$ cat src/rtl/time_setter.sv
`timescale 1ns/1ps
// time_setter: button front end for the egg timer. It synchronizes and
// debounces the up/down/start buttons, edits an M:SS BCD start value with
// wrap-around and auto-repeat, and hands the value to the digit counters
// with a one-cycle load pulse when the countdown starts.
//
//   state | meaning
//   IDLE  | value shown, no edit in progress, not counting
//   SET   | user is editing the value (display blinks)
//   RUN   | digit chain is counting down, edits locked out
module time_setter #(
  parameter int DEBOUNCE_COUNT = 4,
  parameter int REPEAT_DELAY   = 5,
  parameter int REPEAT_RATE    = 2,
  parameter int CTR_WIDTH      = 8
) (
  input  logic       clk,
  input  logic       reset,
  input  logic       tick,
  input  logic       btn_up,
  input  logic       btn_down,
  input  logic       btn_start,
  input  logic       count_done,
  output logic [3:0] min_ones,
  output logic [3:0] sec_tens,
  output logic [3:0] sec_ones,
  output logic       load,
  output logic       setting,
  output logic       running
);

  // Counters compare against N-1 so the action lands on the N-th tick.
  localparam logic [CTR_WIDTH-1:0] DB_LAST    = CTR_WIDTH'(DEBOUNCE_COUNT - 1);
  localparam logic [CTR_WIDTH-1:0] DELAY_LAST = CTR_WIDTH'(REPEAT_DELAY - 1);
  localparam logic [CTR_WIDTH-1:0] RATE_LAST  = CTR_WIDTH'(REPEAT_RATE - 1);

  typedef enum logic [1:0] {
    ST_IDLE = 2'd0,
    ST_SET  = 2'd1,
    ST_RUN  = 2'd2
  } state_t;

  // Button index: 0 = up, 1 = down, 2 = start.
  logic [2:0]                w_btn_raw;
  logic [2:0]                r_sync1;
  logic [2:0]                r_sync2;
  logic [2:0]                r_db;
  logic [2:0]                r_db_d;
  logic [2:0][CTR_WIDTH-1:0] r_db_cnt;
  logic [2:0]                w_press;

  logic [1:0][CTR_WIDTH-1:0] r_rep_cnt;
  logic [1:0]                r_rep_armed;
  logic [1:0][CTR_WIDTH-1:0] w_rep_target;
  logic [1:0]                w_rep_step;

  state_t                    r_state;
  state_t                    w_state_nxt;
  logic                      w_in_run;
  logic                      w_up_ev;
  logic                      w_dn_ev;
  logic                      w_start_ev;
  logic                      w_val_nz;
  logic                      w_load_nxt;
  logic                      w_step_up;
  logic                      w_step_dn;

  logic [3:0]                r_min_ones;
  logic [3:0]                r_sec_tens;
  logic [3:0]                r_sec_ones;
  logic [3:0]                w_inc_min;
  logic [3:0]                w_inc_tens;
  logic [3:0]                w_inc_ones;
  logic [3:0]                w_dec_min;
  logic [3:0]                w_dec_tens;
  logic [3:0]                w_dec_ones;
  logic                      r_load;
  logic                      r_setting;
  logic                      r_running;

  assign w_btn_raw = {btn_start, btn_down, btn_up};
  assign w_in_run  = (r_state == ST_RUN);

  // Two-flop synchronizer for the asynchronous raw buttons.
  always_ff @(posedge clk or negedge reset) begin
    if (!reset) begin
      r_sync1 <= '0;
      r_sync2 <= '0;
    end else begin
      r_sync1 <= w_btn_raw;
      r_sync2 <= r_sync1;
    end
  end

  // Debounce: the debounced level flips after DEBOUNCE_COUNT consecutive
  // ticks on which the synchronized level disagrees with it.
  always_ff @(posedge clk or negedge reset) begin
    if (!reset) begin
      r_db     <= '0;
      r_db_cnt <= '0;
    end else if (tick) begin
      for (int i = 0; i < 3; i++) begin
        if (r_sync2[i] != r_db[i]) begin
          if (r_db_cnt[i] == DB_LAST) begin
            r_db[i]     <= ~r_db[i];
            r_db_cnt[i] <= '0;
          end else begin
            r_db_cnt[i] <= r_db_cnt[i] + CTR_WIDTH'(1);
          end
        end else begin
          r_db_cnt[i] <= '0;
        end
      end
    end
  end

  // Delayed debounced levels for rising-edge press detection.
  always_ff @(posedge clk or negedge reset) begin
    if (!reset) begin
      r_db_d <= '0;
    end else begin
      r_db_d <= r_db;
    end
  end

  assign w_press = r_db & ~r_db_d;

  // Repeat step fires when the held-tick counter reaches the first delay,
  // then the shorter rate once armed; never while counting down.
  always_comb begin
    w_rep_target = '0;
    w_rep_step   = '0;
    for (int i = 0; i < 2; i++) begin
      w_rep_target[i] = r_rep_armed[i] ? RATE_LAST : DELAY_LAST;
      w_rep_step[i]   = tick & r_db[i] & ~w_in_run & (r_rep_cnt[i] == w_rep_target[i]);
    end
  end

  // Auto-repeat counters for up/down, cleared on release and while running.
  always_ff @(posedge clk or negedge reset) begin
    if (!reset) begin
      r_rep_cnt   <= '0;
      r_rep_armed <= '0;
    end else begin
      for (int i = 0; i < 2; i++) begin
        if (!r_db[i] || w_in_run) begin
          r_rep_cnt[i]   <= '0;
          r_rep_armed[i] <= 1'b0;
        end else if (tick) begin
          if (w_rep_step[i]) begin
            r_rep_cnt[i]   <= '0;
            r_rep_armed[i] <= 1'b1;
          end else begin
            r_rep_cnt[i] <= r_rep_cnt[i] + CTR_WIDTH'(1);
          end
        end
      end
    end
  end

  assign w_up_ev    = w_press[0] | w_rep_step[0];
  assign w_dn_ev    = w_press[1] | w_rep_step[1];
  assign w_start_ev = w_press[2];
  assign w_val_nz   = |{r_min_ones, r_sec_tens, r_sec_ones};

  // M:SS increment with carries; 9:59 wraps to 0:00.
  always_comb begin
    w_inc_min  = r_min_ones;
    w_inc_tens = r_sec_tens;
    w_inc_ones = r_sec_ones + 4'd1;
    if (r_sec_ones >= 4'd9) begin
      w_inc_ones = 4'd0;
      w_inc_tens = r_sec_tens + 4'd1;
      if (r_sec_tens >= 4'd5) begin
        w_inc_tens = 4'd0;
        w_inc_min  = (r_min_ones >= 4'd9) ? 4'd0 : r_min_ones + 4'd1;
      end
    end
  end

  // M:SS decrement with borrows; 0:00 wraps to 9:59.
  always_comb begin
    w_dec_min  = r_min_ones;
    w_dec_tens = r_sec_tens;
    w_dec_ones = r_sec_ones - 4'd1;
    if (r_sec_ones == 4'd0) begin
      w_dec_ones = 4'd9;
      w_dec_tens = r_sec_tens - 4'd1;
      if (r_sec_tens == 4'd0) begin
        w_dec_tens = 4'd5;
        w_dec_min  = (r_min_ones == 4'd0) ? 4'd9 : r_min_ones - 4'd1;
      end
    end
  end

  // Next-state logic. Start wins over a step so the value is frozen in the
  // load cycle; opposing up and down steps cancel out.
  always_comb begin
    w_state_nxt = r_state;
    w_load_nxt  = 1'b0;
    w_step_up   = 1'b0;
    w_step_dn   = 1'b0;
    case (r_state)
      ST_IDLE, ST_SET: begin
        if (w_start_ev && w_val_nz) begin
          w_state_nxt = ST_RUN;
          w_load_nxt  = 1'b1;
        end else if (w_up_ev ^ w_dn_ev) begin
          w_state_nxt = ST_SET;
          w_step_up   = w_up_ev;
          w_step_dn   = w_dn_ev;
        end
      end
      ST_RUN: begin
        if (count_done) begin
          w_state_nxt = ST_IDLE;
        end else if (w_start_ev) begin
          w_state_nxt = ST_SET;
        end
      end
      default: begin
        w_state_nxt = ST_IDLE;
      end
    endcase
  end

  // State register plus registered status outputs and load pulse.
  always_ff @(posedge clk or negedge reset) begin
    if (!reset) begin
      r_state   <= ST_IDLE;
      r_load    <= 1'b0;
      r_setting <= 1'b0;
      r_running <= 1'b0;
    end else begin
      r_state   <= w_state_nxt;
      r_load    <= w_load_nxt;
      r_setting <= (w_state_nxt == ST_SET);
      r_running <= (w_state_nxt == ST_RUN);
    end
  end

  // Programmed value, stepped only when the FSM accepts an edit.
  always_ff @(posedge clk or negedge reset) begin
    if (!reset) begin
      r_min_ones <= '0;
      r_sec_tens <= '0;
      r_sec_ones <= '0;
    end else if (w_step_up) begin
      r_min_ones <= w_inc_min;
      r_sec_tens <= w_inc_tens;
      r_sec_ones <= w_inc_ones;
    end else if (w_step_dn) begin
      r_min_ones <= w_dec_min;
      r_sec_tens <= w_dec_tens;
      r_sec_ones <= w_dec_ones;
    end
  end

  assign min_ones = r_min_ones;
  assign sec_tens = r_sec_tens;
  assign sec_ones = r_sec_ones;
  assign load     = r_load;
  assign setting  = r_setting;
  assign running  = r_running;

endmodule

$ cat config.mk
export PLATFORM = sky130hd
export DESIGN_NAME = time_setter
export DESIGN_NICKNAME = d
export VERILOG_FILES = /design/src/rtl/time_setter.sv
export SDC_FILE = /design/constraint.sdc
export NUM_CORES = 1
export LEC_CHECK = 0
export ABC_AREA = 0
export CORE_MARGIN = 1.5
export CORE_UTILIZATION = 60
export DETAILED_ROUTE_END_ITERATION = 8
export HOLD_SLACK_MARGIN = 0.08
export PLACE_DENSITY = 0.89
export SLEW_MARGIN = 20
export SYNTH_ARGS = -nofsm -noshare
export SYNTH_HDL_FRONTEND = slang
export SYNTH_SLANG_ARGS = --single-unit
$ cat constraint.sdc
create_clock -name clk -period 3.4 [get_ports clk]
set_clock_uncertainty 0.1 [all_clocks]
set_input_delay 1.02 -clock clk [delete_from_list [all_inputs] [get_ports clk]]
set_output_delay 1.02 -clock clk [all_outputs]
set_load 0.02 [all_outputs]
; ---- Word level (Yosys, flattened, before mapping)
; Cells that the tools add are included.
[word_totals]
register_bits = 71
output_inout_bits = 15
[op_classes]
add_sub_neg = 11
order_cmp = 3
eq_ne = 14
n_mux = 51
bitwise = 15
reduce_logical = 25
[op_table]
columns = operator, count
row1 = $mux 8, 12
row2 = $mux 4, 18
row3 = $add 8x1->8 const B, 5
row4 = $eq 8x2->1 const B, 3
row5 = $eq 8x3->1, 2
row6 = $mux 1, 14
row7 = $reduce_bool 2->1, 7
row8 = $add 4x1->4 const B, 3
row9 = $logic_not 4->1, 3
row10 = $reduce_and 3->1, 4
row11 = $reduce_or 12->1, 1
row12 = $sub 4x1->4 const B, 3
row13 = $ge 4x4->1 const B, 2
row14 = $mux 2, 4
row15 = $and 1x1->1, 6
row16 = $mux 3, 2
row17 = $reduce_and 5->1, 1
row18 = $eq 2x1->1 const B, 2
row19 = $eq 2x2->1 const B, 2
row20 = $ge 4x3->1 const B, 1
row21 = $ne 2x1->1 const B, 2
row22 = $not 1->1, 4
row23 = $pmux 2 s2, 1
row24 = $reduce_and 2->1, 2
row25 = 10 further kinds, 15

; ---- Logic depth before layout (Yosys ltp)
; Gate-level depths: netlist of run 1.
[logic_depth]
ltp_word = 11
ltp_mapped = 13

; ---- Worst setup path after synthesis of run 1
; No wires, ideal clock.
[synth_timing]
path_kind = input -> register
startpoint = input tick
endpoint = register r_min_ones[2], in the netlist min_ones[2]
setup_ns = 0.125
t_arrival_ns = 3.425
t_required_ns = 3.175
slack_ns = -0.250
path_stages = 13
path_buffers = 3
path_cell_list = clkbuf_1 nor4b_1 o211ai_1 o21ai_0 and2_1 ha_1 nor2b_1 clkbuf_1 o22ai_1 and3_1 buf_4 nand3_2 mux2_2
[synth_between]
elab_chain_cells = 10
[synth_lines]
columns = element, line_no
row1 = start: declaration, 19  ; input logic tick,
row2 = $and 1x1->1 (3 in a row), 135  ; w_rep_step[i] = tick & r_db[i] & ~w_in_run & (r_rep_cnt[i] == w_rep_target[i]);
row3 = "$or 1x1->1, on equally long branches", "161, 162"
row4 = $xor 1x1->1, 208  ; end else if (w_up_ev ^ w_dn_ev) begin
row5 = $mux 1, 208
row6 = $mux 1, 205  ; if (w_start_ev && w_val_nz) begin
row7 = $mux 1, 203  ; case (r_state)
row8 = $ne 2x1->1 (no line) / $reduce_bool 2->1 (equally long branches), --
row9 = $reduce_and 5->1 (no line), --
row10 = end signal: assignment, 249  ; r_min_ones <= w_inc_min;
row11 = end signal: assignment, 253  ; r_min_ones <= w_dec_min;
row12 = end: declaration, 68  ; logic [3:0] r_min_ones;
; Several ways; a longest one is shown, not always the timed one.
; A chain may end at the register's enable or synchronous reset.

; ---- Worst setup path in the final report of run 1
[layout_timing]
startpoint = input tick
endpoint = register r_sec_ones[2], in the netlist sec_ones[2]
[layout_between]
elab_chain_cells = 9
[layout_lines]
columns = element, line_no
row1 = $and 1x1->1 (3 in a row), 135
row2 = "$or 1x1->1, on equally long branches", "161, 162"
row3 = $xor 1x1->1, 208
row4 = $mux 1, 208
row5 = $mux 1, 205
row6 = $mux 1, 203
row7 = $mux 4 / $reduce_bool 2->1 (equally long branches), --
row8 = end signal: assignment, 251  ; r_sec_ones <= w_inc_ones;
row9 = end signal: assignment, 255  ; r_sec_ones <= w_dec_ones;
row10 = end: declaration, 70  ; logic [3:0] r_sec_ones;
; Several ways; a longest one is shown, not always the timed one.

==> results of run 1 <==
==> metal layers <==
metal | up-vias | routed length (µm) | GRT usage [%]
li1 | 1518 | - | -
met1 | 1553 | 3412 | 30.89
met2 | 114 | 4094 | 42.16
met3 | 22 | 438 | 7.023
met5 | - | 0 | 0
met4 | 0 | 147 | 7.750
==> critical path, delay by kind of cell <==
family	cells	cell delay (ns)
AND/OR/NAND/NOR	4	0.91
AO/OA/AOI/OAI	4	0.78
buffers and inverters	3	0.53
adder cells (fa/ha/maj)	1	0.17
==> layout by cell type, fill, tap and decap left out, types with 14 or more instances in the layout <==
cell type,n
clkdlybuf4s50_1,19
buf_4,14
nand2b_1,16
nand2_1,30
o21ai_0,33
ha_1,16
nand3_1,18
xor2_1,14
a21oi_1,17
inv_1,18
dfrtp_1,71
nor2_1,20
==> sequential cells by signal, summed over array words and instances, names as in the netlist, 4 cells and up <==
signal,count
sec_tens,4
r_db_cnt,24
r_rep_cnt,16
min_ones,4
sec_ones,4
==> cell type report <==
class / count / area (µm²) / area share [%]
Clock inverter: 5 / 106.4 / 2.350
Sequential cell: 71 / 1777 / 39.26
Tap cell: 77 / 96.34 / 2.129
Multi-Input combinational cell: 297 / 2021 / 44.65
Clock buffer: 10 / 127.6 / 2.820
Inverter: 18 / 67.56 / 1.493
Timing Repair Buffer: 36 / 330.3 / 7.299
==> how the worst max path moves through the flow <==
stage	slack (ns)	end	depth (start not counted)
5_1_grt	0.02	min_ones[0]$_DFFE_PN0P_	13
6_report	0.17	sec_ones[2]$_DFFE_PN0P_	12
3_3_place_gp	-0.36	min_ones[0]$_DFFE_PN0P_	12
3_5_place_dp	-0.50	min_ones[0]$_DFFE_PN0P_	13
4_1_cts	0.18	sec_ones[2]$_DFFE_PN0P_	12
2_1_floorplan	0.0002	min_ones[2]$_DFFE_PN0P_	13
==> kinds of logic (layout without fill, tap and decap cells) <==
| kind of cell | after synthesis | after routing | synth area share (%) |
|---|---|---|---|
| AO/OA/AOI/OAI | 102 | 102 | 17.14 |
| adder cells (fa/ha/maj) | 16 | 16 | 5.125 |
| buffers and inverters | 33 | 69 | 3.491 |
| AND/OR/NAND/NOR | 146 | 146 | 20.72 |
| flip-flops | 71 | 71 | 45.48 |
| multiplexers | 13 | 13 | 3.555 |
| XOR/XNOR | 20 | 20 | 4.484 |
==> through the flow <==
step           util (%)  worst slack (ns)  TNS [ns]  instance area, µm²
3_3_place_gp      67.64           -0.3627    -3.199                4270
5_1_grt           71.68           0.01768         0                4526
4_1_cts           71.66            0.1809         0                4524
3_5_place_dp      67.64           -0.4957    -4.578                4270
2_1_floorplan         -         0.0001776         0                3918
6_report          71.68            0.1670         0                4526
==> power by group through the flow <==
stage / Combinational (µW) / Sequential, µW / Clock [µW]
6_report: 1380 / 1230 / 804
5_1_grt: 1530 / 1270 / 849
4_1_cts: 1380 / 1230 / 816
3_5_place_dp: 1330 / 1240 / 0
3_3_place_gp: 1290 / 1230 / 0
2_1_floorplan: 883 / 1250 / 0
==> timing repair <==
item	CTS	global route
pin swaps	2	1
resized for setup	10	2
endpoints found under the setup margin	12	1
==> results.sh, run 1 <==
export IMPL_path_class="in -> reg"
export IMPL_die_area_um2=7003
export IMPL_syn_area_um2=3906
export IMPL_power_frac_comb_pct=40.4
export IMPL_syn_area_per_cell_um2=9.741
export IMPL_cap_violations=0
export IMPL_wire_per_inst_um=15.74
export IMPL_holdPathStages=0
export IMPL_max_stage_delay_ns=0.42
export IMPL_crit_path_frequent_cell="buf_4"
export IMPL_rows=29
export IMPL_gp_congestion=0.9187
export IMPL_syn_nets=424
export IMPL_ys_seq_area_share_pct=45.48
export IMPL_cts_tree="done"
export IMPL_netlist_top_cell_by_area="dfrtp_1"
export IMPL_r2r_start="min_ones[0]$_DFFE_PN0P_"
export IMPL_avgViaCountPerCell=6.239
export IMPL_startpoint="tick"
export IMPL_setup_violations=0
export IMPL_path_max_fanout=7
export IMPL_cts_reportedPaths_clkPinSlew_ns=0.08
export IMPL_ff2ff_setup_slack_ns=0.68
export IMPL_dp_cells=499
export IMPL_grt_pass1_vias=3140
export IMPL_path_cells="clkdlybuf4s15_1 > buf_4 > nor4b_2 > o211ai_1 > o21ai_1 > and2_4 > ha_1 > buf_4 > nand2b_2 > or3_4 > o32ai_1 > a22o_1"
export IMPL_grt_start_max_net_pins=45
export IMPL_via_count=3207
export IMPL_grt_overflow_total=0
export IMPL_r2r_cells=7
export IMPL_yosysWarnings=0
export IMPL_synthCells=401
export IMPL_critPathLaunchType="input pin"
export IMPL_firstDrtPassIters=5
export IMPL_cp_slowest_cell="or3_4"
export IMPL_hold_viol=0
export IMPL_cp_arrival_ns=3.42
export IMPL_hp_class="reg -> reg"
export IMPL_antenna_found_initial=0
export IMPL_required_ns=3.59
export IMPL_drtIter0Drc=160
export IMPL_worstHoldStart="r_sync1[2]$_DFF_PN0_"
export IMPL_whs_ns=0.2591
export IMPL_p_per_area_nw_per_um2=755.9
export IMPL_power_internal_uw=2126
export IMPL_slew_headroom_pct=48.83
export IMPL_ys_ff_latch=71
export IMPL_fmax_mhz=309.3
export IMPL_antenna_cells=0
export IMPL_fin_crit_ns=3.233
export IMPL_antenna_left=0
export IMPL_clock_latency_ns=0.35
export IMPL_remaining_drc_errors=0
export IMPL_grt_pass1_wl_um=14110
export IMPL_netlist_top_cells_count="71 x dfrtp_1, 36 x o21ai_0, 30 x nand2_1"
export IMPL_fp_dieW_um=83.69
export IMPL_start_util_pct=61.87
export IMPL_p_total_uw=3421
export IMPL_fillers=473
export IMPL_cts_buffer_depth=2
export IMPL_synth_top_area_share_pct=45.48
export IMPL_syn_to_final_growth_pct=15.86
export IMPL_cts_root_buffer="clkbuf_8"
export IMPL_cts_sinks=71
export IMPL_ys_flop_type="dfrtp_1"
export IMPL_tightest_slew_ns=0.7641
export IMPL_synth_area_top_cells="dfrtp_1 45%, ha_1 5.1%, o21ai_0 4.6%"
export IMPL_drv_slew=0
export IMPL_synth_edf_count=0
export IMPL_switchingPower_uw=1295
export IMPL_htreeDepth=3
export IMPL_finalNonFillerCells=514
export IMPL_ir_drop_mv=0.5164
export IMPL_regToRegEndpoint="sec_ones[2]$_DFFE_PN0P_"
export IMPL_rsz0062_at_grt="false"
export IMPL_final_period_utilization_pct=95.09
export IMPL_routed_wl_um=8092
export IMPL_clockPowerShare_pct=23.5
export IMPL_portBuffers=21
export IMPL_design_core_area_um2=6314
export IMPL_synth_most_common_cell="dfrtp_1"
export IMPL_fin_nets=456
export IMPL_critPathCaptureType="flop"
export IMPL_holdPathEnd="r_sync2[2]$_DFF_PN0_"
export IMPL_ctsHoldBuffers=0
export IMPL_cts_setup_buffers=0
export IMPL_ys_types=58
export IMPL_async_reset_ff_share_pct=100.0
export IMPL_swShare_pct=37.85
export IMPL_p_leak_uw=0.002034
export IMPL_status="finished clean"
export IMPL_die_y_um=83.69
export IMPL_grtUsageTotal_pct=24.84
export IMPL_hpwl_um=5588
export IMPL_pin_count=22
export IMPL_numCtsBuffers=9
export IMPL_drive_above_1_share_pct=12.36
export IMPL_seq_power_share_pct=36.1
Note: power is estimated with default switching activity, not from simulation.
==> run 2, diff against run 1 <==
--- a/config.mk
+++ b/config.mk
@@ -6,7 +6,7 @@
 export NUM_CORES = 1
 export LEC_CHECK = 0
 export ABC_AREA = 0
-export CORE_MARGIN = 1.5
+export CORE_MARGIN = 5
 export CORE_UTILIZATION = 60
 export DETAILED_ROUTE_END_ITERATION = 8
 export HOLD_SLACK_MARGIN = 0.08
==> results.sh, run 2 (synthesis results as in run 1) <==
export IMPL_status="finished clean"
export IMPL_grt_start_max_net_pins=29
export IMPL_fillers=480
export IMPL_via_count=3159
export IMPL_fin_area_um2=4513
export IMPL_antenna_cells=0
export IMPL_startpoint="tick"
export IMPL_syn_to_final_growth_pct=15.53
export IMPL_grt_pass1_wl_um=13910
export IMPL_power_internal_uw=1931
export IMPL_finalNonFillerCells=518
export IMPL_grt_overflow_total=0
export IMPL_gp_congestion=0.9121
export IMPL_ir_drop_mv=0.4465
export IMPL_die_area_um2=8224
export IMPL_cp_arrival_ns=3.10
export IMPL_dpl_cell_area_um2=4273
export IMPL_switchingPower_uw=1353
export IMPL_whs_ns=0.2543
export IMPL_largest_reg_flops=24
export IMPL_numCtsBuffers=9
export IMPL_final_cell_mix="71 x dfrtp_1, 33 x o21ai_0, 30 x nand2_1, 20 x nor2_1, 19 x clkdlybuf4s50_1"
export IMPL_fp_dieW_um=90.69
export IMPL_hold_viol=0
export IMPL_slew_headroom_pct=47.34
export IMPL_cts_root_buffer="clkbuf_8"
export IMPL_r2r_start="sec_tens[0]$_DFFE_PN0P_"
export IMPL_reg_largest_list="r_db_cnt: 24 flops, r_rep_cnt: 16 flops"
export IMPL_final_seq_area_um2=1777
export IMPL_grtUsageTotal_pct=20.46
export IMPL_holdPathEnd="r_sync2[1]$_DFF_PN0_"
export IMPL_remaining_drc_errors=0
export IMPL_cts_reportedPaths_clkPinSlew_ns=0.08
export IMPL_pin_count=22
export IMPL_antenna_left=0
export IMPL_grtUsageMet3_pct=3.750
export IMPL_fin_nets=459
export IMPL_fmax_mhz=338.1
export IMPL_critPathLaunchType="input pin"
export IMPL_cts_tree="done"
export IMPL_power_frac_comb_pct=42.9
export IMPL_regMostFlops="r_db_cnt"
export IMPL_avgViaCountPerCell=6.098
export IMPL_routed_wl_um=8203
export IMPL_swShare_pct=41.20
export IMPL_firstDrtPassIters=4
export IMPL_clockPowerShare_pct=19.5
export IMPL_ctsHoldBuffers=0
export IMPL_path_max_fanout=6
export IMPL_timing_setup_tns_ns=0
export IMPL_mostFrequentLayoutCell="dfrtp_1"
export IMPL_r2r_cells=7
export IMPL_cap_violations=0
export IMPL_critPathCaptureType="flop"
export IMPL_antenna_found_initial=0
export IMPL_use_met1_pct=25.48
export IMPL_portBuffers=21
export IMPL_ff2ff_setup_slack_ns=0.72
export IMPL_cts_sinks=71
export IMPL_path_class="in -> reg"
export IMPL_tightest_slew_ns=0.7864
export IMPL_p_per_area_nw_per_um2=727.6
export IMPL_dp_cells=501
export IMPL_grt_busiest_layer="met2"
export IMPL_start_util_pct=61.52
export IMPL_setup_violations=0
export IMPL_die_y_um=90.69
export IMPL_multi_input_area_um2=2043
export IMPL_seq_power_share_pct=37.5
export IMPL_regToRegEndpoint="sec_ones[2]$_DFFE_PN0P_"
export IMPL_grt_pass1_vias=3069
export IMPL_required_ns=3.54
export IMPL_clock_latency_ns=0.35
export IMPL_drtIter0Drc=170
export IMPL_worstHoldStart="r_sync1[1]$_DFF_PN0_"
export IMPL_rsz0062_at_grt="false"
export IMPL_holdPathStages=0
export IMPL_fin_crit_ns=2.958
export IMPL_rows=29
export IMPL_wire_per_inst_um=15.84
export IMPL_design_core_area_um2=6350
export IMPL_final_period_utilization_pct=86.99
export IMPL_drive_above_1_share_pct=14.06
export IMPL_htreeDepth=3
export IMPL_grt_met2_usage_pct=35.11
export IMPL_cts_buffer_depth=2
export IMPL_hp_class="reg -> reg"
export IMPL_p_leak_uw=0.002035
export IMPL_drv_slew=0
export IMPL_hpwl_um=5758
run 2: changes by cell type in the layout (fill, tap and decap cells not counted), sizes merged:
cell,previous run,this run
buf,16,19
bufinv,3,0
inv,19,22
clkinv,0,2
clkbuf,10,9
clkdlybuf4s15,1,0
dlymetal6s2s,0,1
run 2: per-layer routing:
metal	routed length [µm]	part of all wire, %
met1	3555	43
met2	4141	50
met3	358	4.4
met4	148	1.8
met5	0	0
run 2: critical path: stages:
cell            delay [ns]
dlymetal6s2s_1        0.13
buf_4                 0.14
nor4b_2               0.17
o211ai_1              0.14
o21ai_1               0.13
and2_1                0.15
ha_1                  0.17
buf_4                 0.13
nand3b_1              0.10
o22ai_2               0.13
and3_4                0.25
buf_4                 0.12
mux2_2                0.31
run 2: how the worst max path moves through the flow:
stage | to | slack (ns) | cells past startpoint
finish | sec_tens[1]$_DFFE_PN0P_ | 0.44 | 13
global route | sec_ones[2]$_DFFE_PN0P_ | 0.34 | 12
CTS | min_ones[0]$_DFFE_PN0P_ | 0.04 | 12
detailed placement | min_ones[0]$_DFFE_PN0P_ | -0.46 | 12
global placement | min_ones[0]$_DFFE_PN0P_ | -0.36 | 13
floorplan | min_ones[2]$_DFFE_PN0P_ | 0.0002 | 13
run 2: area by class of cell:
type	count	area share, %
Multi-Input combinational cell	297	45.27
Sequential cell	71	39.37
Timing Repair Buffer	39	7.596
Clock buffer	9	2.745
Tap cell	77	2.135
Inverter	18	1.497
Clock inverter	7	1.386
run 2: what timing repair did:
action / CTS / global route
setup endpoints to repair: 5 / 11
gates cloned: 0 / 0
gates resized for setup: 3 / 12
buffers inserted: 0 / 1
pin swaps: 0 / 2
run 2: metrics by stage:
stage | worst slack (ns) | total power (µW) | util (%)
finish | 0.4422 | 3284 | 71.07
global route | 0.3412 | 3518 | 71.07
CTS | 0.03975 | 3245 | 70.40
detailed placement | -0.4613 | 2590 | 67.29
global placement | -0.3608 | 2534 | 67.29
floorplan | 0.0001776 | 2133 | -
run 2: power groups by stage:
stage | combinational, µW | clock, µW | sequential (µW)
after floorplan | 883 | 0 | 1250
after detailed placement | 1350 | 0 | 1240
final | 1410 | 642 | 1230
after global routing | 1540 | 707 | 1270
after global placement | 1310 | 0 | 1230
after CTS | 1360 | 654 | 1230
